[config.mk]
export PLATFORM = sky130hd
export DESIGN_NAME = axi_wr_resp_slave
export DESIGN_NICKNAME = d
export VERILOG_FILES = /design/src/rtl/axi_wr_resp_slave_pkg.sv /design/src/rtl/axi_wr_resp_slave_wr_addr_gen.sv /design/src/rtl/axi_wr_resp_slave.sv
export SDC_FILE = /design/constraint.sdc
export NUM_CORES = 1
export LEC_CHECK = 0
export ABC_AREA = 1
export CORE_ASPECT_RATIO = 1.25
export CORE_UTILIZATION = 25
export DETAILED_ROUTE_END_ITERATION = 8
export GPL_TIMING_DRIVEN = 0
export PLACE_DENSITY_LB_ADDON = 0.12
export SETUP_SLACK_MARGIN = 0.1
export SYNTH_ARGS = -nofsm -noshare
export SYNTH_HDL_FRONTEND = slang
export SYNTH_SLANG_ARGS = --single-unit
[constraint.sdc]
create_clock -name clk -period 2.1 [get_ports clk]
set_clock_uncertainty 0.05 [all_clocks]
set_input_delay 0.42 -clock clk [delete_from_list [all_inputs] [get_ports clk]]
set_output_delay 0.42 -clock clk [all_outputs]
set_load 0.03 [all_outputs]
[src/rtl/axi_wr_resp_slave_pkg.sv]
// Shared AXI encodings, FSM state type and the AW legality check for the
// memory-backed write responder.
`ifndef AXI_IDS_BITS
`define AXI_IDS_BITS 8
`endif

package axi_wr_resp_slave_pkg;

  // Burst type encodings
  localparam logic [1:0] BURST_FIXED = 2'b00;
  localparam logic [1:0] BURST_INCR  = 2'b01;
  localparam logic [1:0] BURST_WRAP  = 2'b10;

  // Response codes
  localparam logic [1:0] RESP_OKAY   = 2'b00;
  localparam logic [1:0] RESP_SLVERR = 2'b10;
  localparam logic [1:0] RESP_DECERR = 2'b11;

  // Only full 32-bit beats are supported by the SRAM port
  localparam logic [2:0] SIZE_WORD = 3'b010;

  typedef enum logic [1:0] {
    ST_IDLE  = 2'd0,
    ST_WDATA = 2'd1,
    ST_RESP  = 2'd2
  } wr_state_e;

  // Flags an AW request this slave cannot service. Arithmetic is 33 bits
  // wide so a burst ending past 4 GiB still compares as out of window.
  function automatic logic aw_illegal(
    input logic [31:0] addr,
    input logic [3:0]  len,
    input logic [2:0]  size,
    input logic [1:0]  burst,
    input logic [31:0] base,
    input int          mab
  );
    logic [32:0] start_b;
    logic [32:0] last_b;
    logic [32:0] win_lo;
    logic [32:0] win_hi;
    start_b = {1'b0, addr};
    last_b  = start_b + (({29'd0, len} + 33'd1) << 2) - 33'd1;
    win_lo  = {1'b0, base};
    win_hi  = win_lo + (33'd4 << mab) - 33'd1;
    return (size != SIZE_WORD)
         | ((burst != BURST_FIXED) && (burst != BURST_INCR))
         | (addr[1:0] != 2'b00)
         | (start_b < win_lo)
         | (last_b > win_hi);
  endfunction

endpackage

[src/rtl/axi_wr_resp_slave_wr_addr_gen.sv]
// Per-beat SRAM word address and beat counter for one write burst, plus
// detection of a WLAST that disagrees with the latched AWLEN.
module axi_wr_resp_slave_wr_addr_gen
  import axi_wr_resp_slave_pkg::*;
#(
  parameter int MEM_ADDR_BITS = 14
) (
  input  logic                     clk,
  input  logic                     rst,
  input  logic                     load_i,
  input  logic [MEM_ADDR_BITS-1:0] start_addr_i,
  input  logic [3:0]               len_i,
  input  logic [1:0]               burst_i,
  input  logic                     beat_i,
  input  logic                     last_i,
  output logic [MEM_ADDR_BITS-1:0] addr_o,
  output logic                     len_err_o,
  output logic                     early_last_o
);

  logic [MEM_ADDR_BITS-1:0] addr_q, addr_d;
  logic [3:0]               count_q, count_d;
  logic [3:0]               len_q, len_d;
  logic [1:0]               burst_q, burst_d;

  assign addr_o = addr_q;

  // WLAST before the final beat: the beat carrying it must not be written
  assign early_last_o = last_i & (count_q != len_q);

  // Either WLAST too early, or the final counted beat arrived without WLAST
  assign len_err_o = beat_i & (last_i ? (count_q != len_q) : (count_q == len_q));

  // Load on AW acceptance, step address (INCR only) and count on each beat
  always_comb begin
    addr_d  = addr_q;
    count_d = count_q;
    len_d   = len_q;
    burst_d = burst_q;
    if (load_i) begin
      addr_d  = start_addr_i;
      count_d = 4'd0;
      len_d   = len_i;
      burst_d = burst_i;
    end else if (beat_i) begin
      if (burst_q == BURST_INCR) begin
        addr_d = addr_q + MEM_ADDR_BITS'(1);
      end
      count_d = count_q + 4'd1;
    end
  end

  // Burst tracking registers
  always_ff @(posedge clk or posedge rst) begin
    if (rst) begin
      addr_q  <= '0;
      count_q <= 4'd0;
      len_q   <= 4'd0;
      burst_q <= BURST_FIXED;
    end else begin
      addr_q  <= addr_d;
      count_q <= count_d;
      len_q   <= len_d;
      burst_q <= burst_d;
    end
  end

endmodule

[src/rtl/axi_wr_resp_slave.sv]
// AXI slave write responder: accepts one AW/W burst at a time, writes the
// beats into a single-port SRAM and returns a B response.
`ifndef AXI_IDS_BITS
`define AXI_IDS_BITS 8
`endif

module axi_wr_resp_slave
  import axi_wr_resp_slave_pkg::*;
#(
  parameter logic [31:0] BASE_ADDR     = 32'h0001_0000,
  parameter int          MEM_ADDR_BITS = 14
) (
  input  logic                     clk,
  input  logic                     rst,
  input  logic [`AXI_IDS_BITS-1:0] awid_i,
  input  logic [31:0]              awaddr_i,
  input  logic [3:0]               awlen_i,
  input  logic [2:0]               awsize_i,
  input  logic [1:0]               awburst_i,
  input  logic                     awvalid_i,
  output logic                     awready_o,
  input  logic [31:0]              wdata_i,
  input  logic [3:0]               wstrb_i,
  input  logic                     wlast_i,
  input  logic                     wvalid_i,
  output logic                     wready_o,
  output logic [`AXI_IDS_BITS-1:0] bid_o,
  output logic [1:0]               bresp_o,
  output logic                     bvalid_o,
  input  logic                     bready_i,
  output logic                     mem_cs_o,
  output logic [3:0]               mem_we_o,
  output logic [MEM_ADDR_BITS-1:0] mem_addr_o,
  output logic [31:0]              mem_di_o
);

  wr_state_e                state_q;
  logic                     awready_q;
  logic                     wready_q;
  logic                     bvalid_q;
  logic [`AXI_IDS_BITS-1:0] id_q;
  logic [`AXI_IDS_BITS-1:0] bid_q;
  logic [1:0]               bresp_q;
  logic                     err_q;

  logic aw_hs;
  logic w_hs;
  logic aw_err;
  logic len_err;
  logic early_last;

  assign aw_hs = awvalid_i & awready_q;
  assign w_hs  = (state_q == ST_WDATA) & wvalid_i & wready_q;

  assign aw_err = aw_illegal(awaddr_i, awlen_i, awsize_i, awburst_i,
                             BASE_ADDR, MEM_ADDR_BITS);

  axi_wr_resp_slave_wr_addr_gen #(
    .MEM_ADDR_BITS (MEM_ADDR_BITS)
  ) u_addr_gen (
    .clk          (clk),
    .rst          (rst),
    .load_i       (aw_hs),
    .start_addr_i (awaddr_i[MEM_ADDR_BITS+1:2]),
    .len_i        (awlen_i),
    .burst_i      (awburst_i),
    .beat_i       (w_hs),
    .last_i       (wlast_i),
    .addr_o       (mem_addr_o),
    .len_err_o    (len_err),
    .early_last_o (early_last)
  );

  // A beat reaches the SRAM only while the burst is still clean; an early
  // WLAST beat is already known bad and is dropped
  assign mem_cs_o = w_hs & ~err_q & ~early_last;
  assign mem_we_o = mem_cs_o ? wstrb_i : 4'b0000;
  assign mem_di_o = wdata_i;

  assign awready_o = awready_q;
  assign wready_o  = wready_q;
  assign bvalid_o  = bvalid_q;
  assign bid_o     = bid_q;
  assign bresp_o   = bresp_q;

  // Transaction FSM with registered handshake and response outputs
  always_ff @(posedge clk or posedge rst) begin
    if (rst) begin
      state_q   <= ST_IDLE;
      awready_q <= 1'b0;
      wready_q  <= 1'b0;
      bvalid_q  <= 1'b0;
      id_q      <= '0;
      bid_q     <= '0;
      bresp_q   <= RESP_OKAY;
      err_q     <= 1'b0;
    end else begin
      case (state_q)
        ST_IDLE: begin
          awready_q <= 1'b1;
          if (aw_hs) begin
            id_q      <= awid_i;
            err_q     <= aw_err;
            awready_q <= 1'b0;
            wready_q  <= 1'b1;
            state_q   <= ST_WDATA;
          end
        end
        ST_WDATA: begin
          if (w_hs) begin
            if (len_err) begin
              err_q <= 1'b1;
            end
            if (wlast_i) begin
              wready_q <= 1'b0;
              bvalid_q <= 1'b1;
              bid_q    <= id_q;
              bresp_q  <= (err_q | len_err) ? RESP_SLVERR : RESP_OKAY;
              state_q  <= ST_RESP;
            end
          end
        end
        ST_RESP: begin
          if (bvalid_q & bready_i) begin
            bvalid_q  <= 1'b0;
            awready_q <= 1'b1;
            state_q   <= ST_IDLE;
          end
        end
        default: begin
          state_q   <= ST_IDLE;
          awready_q <= 1'b0;
          wready_q  <= 1'b0;
          bvalid_q  <= 1'b0;
        end
      endcase
    end
  end

endmodule

==> impl_metrics.env, run 1 <==
export IMPL_status="complete, but fails checks"
export IMPL_violations="negative setup slack"
export IMPL_htree_levels=2
export IMPL_gp_congestion=0.8587
export IMPL_cp_end_kind="flip-flop"
export IMPL_yosys_area_top_type="dfrtp_1"
export IMPL_root_buffer="clkbuf_16"
export IMPL_cts_buffers=5
export IMPL_max_stage_delay_ps=300
export IMPL_top_layer="met4"
export IMPL_cp_max_fo=6
export IMPL_wl_per_cell_um=12.80
export IMPL_first_iter_violations=214
export IMPL_grt_overflow_total=0
export IMPL_wl_met2_mm=8.631
export IMPL_drtPass1Iterations=4
export IMPL_via_per_inst=4.337
export IMPL_m1WireLength_mm=7.701
export IMPL_worstPathRequired_ps=2230
export IMPL_setup_violations=6
export IMPL_detail_route_antenna_nets=0
export IMPL_fp_dieW_um=135.2
export IMPL_portBuffers=121
export IMPL_syn_nets=1066
export IMPL_row_count=60
export IMPL_ys_warn_count=0
export IMPL_critPathSlowestCell="ha_4"
export IMPL_post_route_min_period_ps=2522
export IMPL_cap_violations=0
export IMPL_leakagePower_nw=4.259
export IMPL_power_density_nw_per_um2=749.2
export IMPL_path_buf_inv=3
export IMPL_drc=0
export IMPL_clockBufferDepth=2
export IMPL_synth_top_area_frac=0.2120
export IMPL_syn_area_sq_um=5547
export IMPL_core_sq_um=21620
export IMPL_antenna_found_initial=0
export IMPL_dpl_instance_area_sq_um=7248
export IMPL_crit_top_cell="nand2_1"
export IMPL_synth_cell_types=35
export IMPL_critPathKind="in2reg"
export IMPL_placed_cells=1324
export IMPL_final_layout_size_suffix_gt1_frac=0.2632
export IMPL_tritoncts="built"
export IMPL_grt_max_degree=37
export IMPL_grt_pass1_wl_mm=27.45
export IMPL_clkTransAtPathRegs_ps=70
export IMPL_syn_to_final_growth_pct=53.37
export IMPL_design_area_sq_um=8507
export IMPL_slew_limit_headroom=0.5790
export IMPL_ios=155
export IMPL_die_h_um=168.5
export IMPL_vdd_drop_max_mv=0.5972
export IMPL_antenna_cells=0
export IMPL_grt_pass1_vias=5658
export IMPL_rsz0062_at_grt="yes"
export IMPL_cp_cell_sequence="buf_12, ha_4, xnor2_2, ha_4, inv_2, ha_4, buf_4, nand2_2, nor2_4, nand3_2, nand3_4, nand2_1, nand2_1, nand2_1, nand2_1, nand2_1, nor2_1, nand2_1, nor3_2, a21oi_1"
export IMPL_worst_slew_pin_slew_ps=631.5
export IMPL_grt_usage=0.1520
export IMPL_netlist_instances=923
export IMPL_synth_avg_cell_area_sq_um=6.009
export IMPL_yosys_top_cells_area="dfrtp_1 (21%), nand2_1 (20%), inv_1 (14%)"
export IMPL_fmax_ghz=0.3966
export IMPL_seq_area_frac_synth=0.2120
export IMPL_cts_sinks=47
export IMPL_nets=1225
export IMPL_route_met3_wl_um=686
export IMPL_path_delay_family="simple AND/OR/NAND/NOR gates"
export IMPL_wl_mm=17.44
export IMPL_crit_path_start_kind="input port"
export IMPL_ys_ff_latch=47
export IMPL_min_path_type="in2reg"
export IMPL_clk_latency_ps=300
export IMPL_initial_utilization=0.2565
export IMPL_hold_viol=0
export IMPL_instances_no_fill=1362
export IMPL_timing_final_crit_share=1.201
export IMPL_fin_ws_ps=-421.6
export IMPL_die_area_sq_um=22790
export IMPL_cp_arrival_ps=2650
export IMPL_slew_violations=0
export IMPL_num_vias=5907
export IMPL_dp_slack_ps=-1402
export IMPL_dpl_hpwl_mm=14.36
==> layer usage <==
layer,global-route usage,up-vias
met5,0,-
met1,0.1896,2644
met3,0.01198,19
met4,0.05178,0
met2,0.2716,136
li1,-,3108
==> stage by stage <==
stage | util | setup TNS (ps) | hold slack [ps] | power, W
6_report | 0.3935 | -709.8 | 300.1 | 0.006373
5_1_grt | 0.3935 | -1440 | 315.6 | 0.006888
4_1_cts | 0.3732 | -1276 | 292.5 | 0.006143
3_5_place_dp | 0.3352 | -11790 | 409.1 | 0.005005
3_3_place_gp | 0.3343 | -40390 | 402.0 | 0.004979
2_1_floorplan | - | -453.2 | 394.0 | 0.003815
==> synth_stat cells, drive strengths merged <==
cell	n
nand2	307
inv	204
nor2	88
nand3	60
ha	51
dfrtp	47
a21oi	36
buf	35
o21ai	18
nand4	12
nor3	10
o221ai	10
xor2	9
xnor2	8
o21bai	7
nand3b	5
mux2	4
and2	2
clkbuf	2
o211ai	2
and3	1
conb	1
fa	1
o22ai	1
o311ai	1
or2	1
==> what timing repair did <==
item	4_1_cts	5_1_grt
setup endpoints to repair	25	29
setup buffers	13	17
hold buffers	0	0
resized for setup	202	69
pin swaps	46	15
==> flip-flops by register name, indices dropped and copies added, names as in the netlist <==
register	flops
u_addr_gen.len_q	4
awready_o	1
u_addr_gen.addr_o	14
u_addr_gen.burst_q	2
id_q	8
state_q	2
err_q	1
wready_o	1
bresp_o	1
u_addr_gen.count_q	4
bid_o	8
bvalid_o	1
==> final cells by class <==
type                    count  area, sq um
fillers                  2342        13110
inverters                 204        773.2
flip-flops and latches     47         1181
repair buffers            152         1493
well taps                 279        349.1
clock buffers               6        138.9
plain buffers              37        264.0
multi-input cells         635         4292
clock inverters             2        16.27
==> worst reg2reg max path, cell delays in order, from the launching register on <==
cell,delay (ps)
dfrtp_1,400
xnor2_1,160
nand4_1,140
ha_2,300
o21ai_2,170
nand4_1,150
nor2_1,120
nand3_1,80
nor2_1,130
nand3_1,80
nor2_1,120
a21oi_1,80
==> cell usage in the layout, fill, tap and decap left out, types with 6 or more instances in the layout <==
cell             count
nor2_2              19
buf_4               60
ha_4                31
nand2_1            261
xor2_1               8
a21oi_2             10
o21bai_1             7
clkdlybuf4s50_1     95
o21ai_0             17
nand2_4             10
inv_2               29
nor2_4              17
nand3_2             14
inv_1              173
dfrtp_1             43
nor2_1              52
o221ai_1             6
a21oi_1             25
nand4_1             12
nand2_2             36
dlygate4sd2_1       14
nand3_1             41
xnor2_1              7
ha_1                17
buf_6                7
==> power by group <==
| group | leakage, nW | total, W | switching [W] | internal, W |
|---|---|---|---|---|
| registers | 0.568 | 0.00167 | 0.000354 | 0.00132 |
| clock network | 0.0731 | 0.000836 | 0.000359 | 0.000476 |
| logic | 3.62 | 0.00386 | 0.00222 | 0.00164 |
==> cells by family (layout without fill, tap and decap cells) <==
| family | after synthesis | in the layout | share of synthesized area |
|---|---|---|---|
| other | 1 | 1 | 0.0006761 |
| XOR/XNOR | 17 | 17 | 0.02685 |
| AO/OA/AOI/OAI | 75 | 75 | 0.08076 |
| buffers and inverters | 241 | 401 | 0.1854 |
| adder cells (fa/ha/maj) | 52 | 52 | 0.1187 |
| multiplexers | 4 | 4 | 0.008120 |
| AND/OR/NAND/NOR | 486 | 486 | 0.3675 |
| flip-flops | 47 | 47 | 0.2120 |
==> final timing paths <==
path | start | end | slack (ps) | cells past startpoint
max | awlen_i[0] | err_q | -420 | 20
min | awlen_i[1] | u_addr_gen.len_q[1] | 300 | 3
max reg2reg | u_addr_gen.count_q[1] | err_q | 0 | 11
min reg2reg | id_q[1] | bid_o[1] | 420 | 2
max in group asynchronous | rst | u_addr_gen.addr_o[0] | 1160 | 3
min in group asynchronous | rst | bid_o[4] | 330 | 2
No activity file was read; power rests on OpenSTA's default activity.
==> run 2: changes to the inputs <==
--- a/config.mk
+++ b/config.mk
@@ -8,6 +8,7 @@
 export ABC_AREA = 1
 export CORE_ASPECT_RATIO = 1.25
 export CORE_UTILIZATION = 25
+export CTS_BUF_LIST = sky130_fd_sc_hd__clkbuf_8 sky130_fd_sc_hd__clkbuf_16
 export DETAILED_ROUTE_END_ITERATION = 8
 export GPL_TIMING_DRIVEN = 0
 export PLACE_DENSITY_LB_ADDON = 0.12
==> results of run 2 <==
Final layout, timing and power as in run 1 (identical DEF).
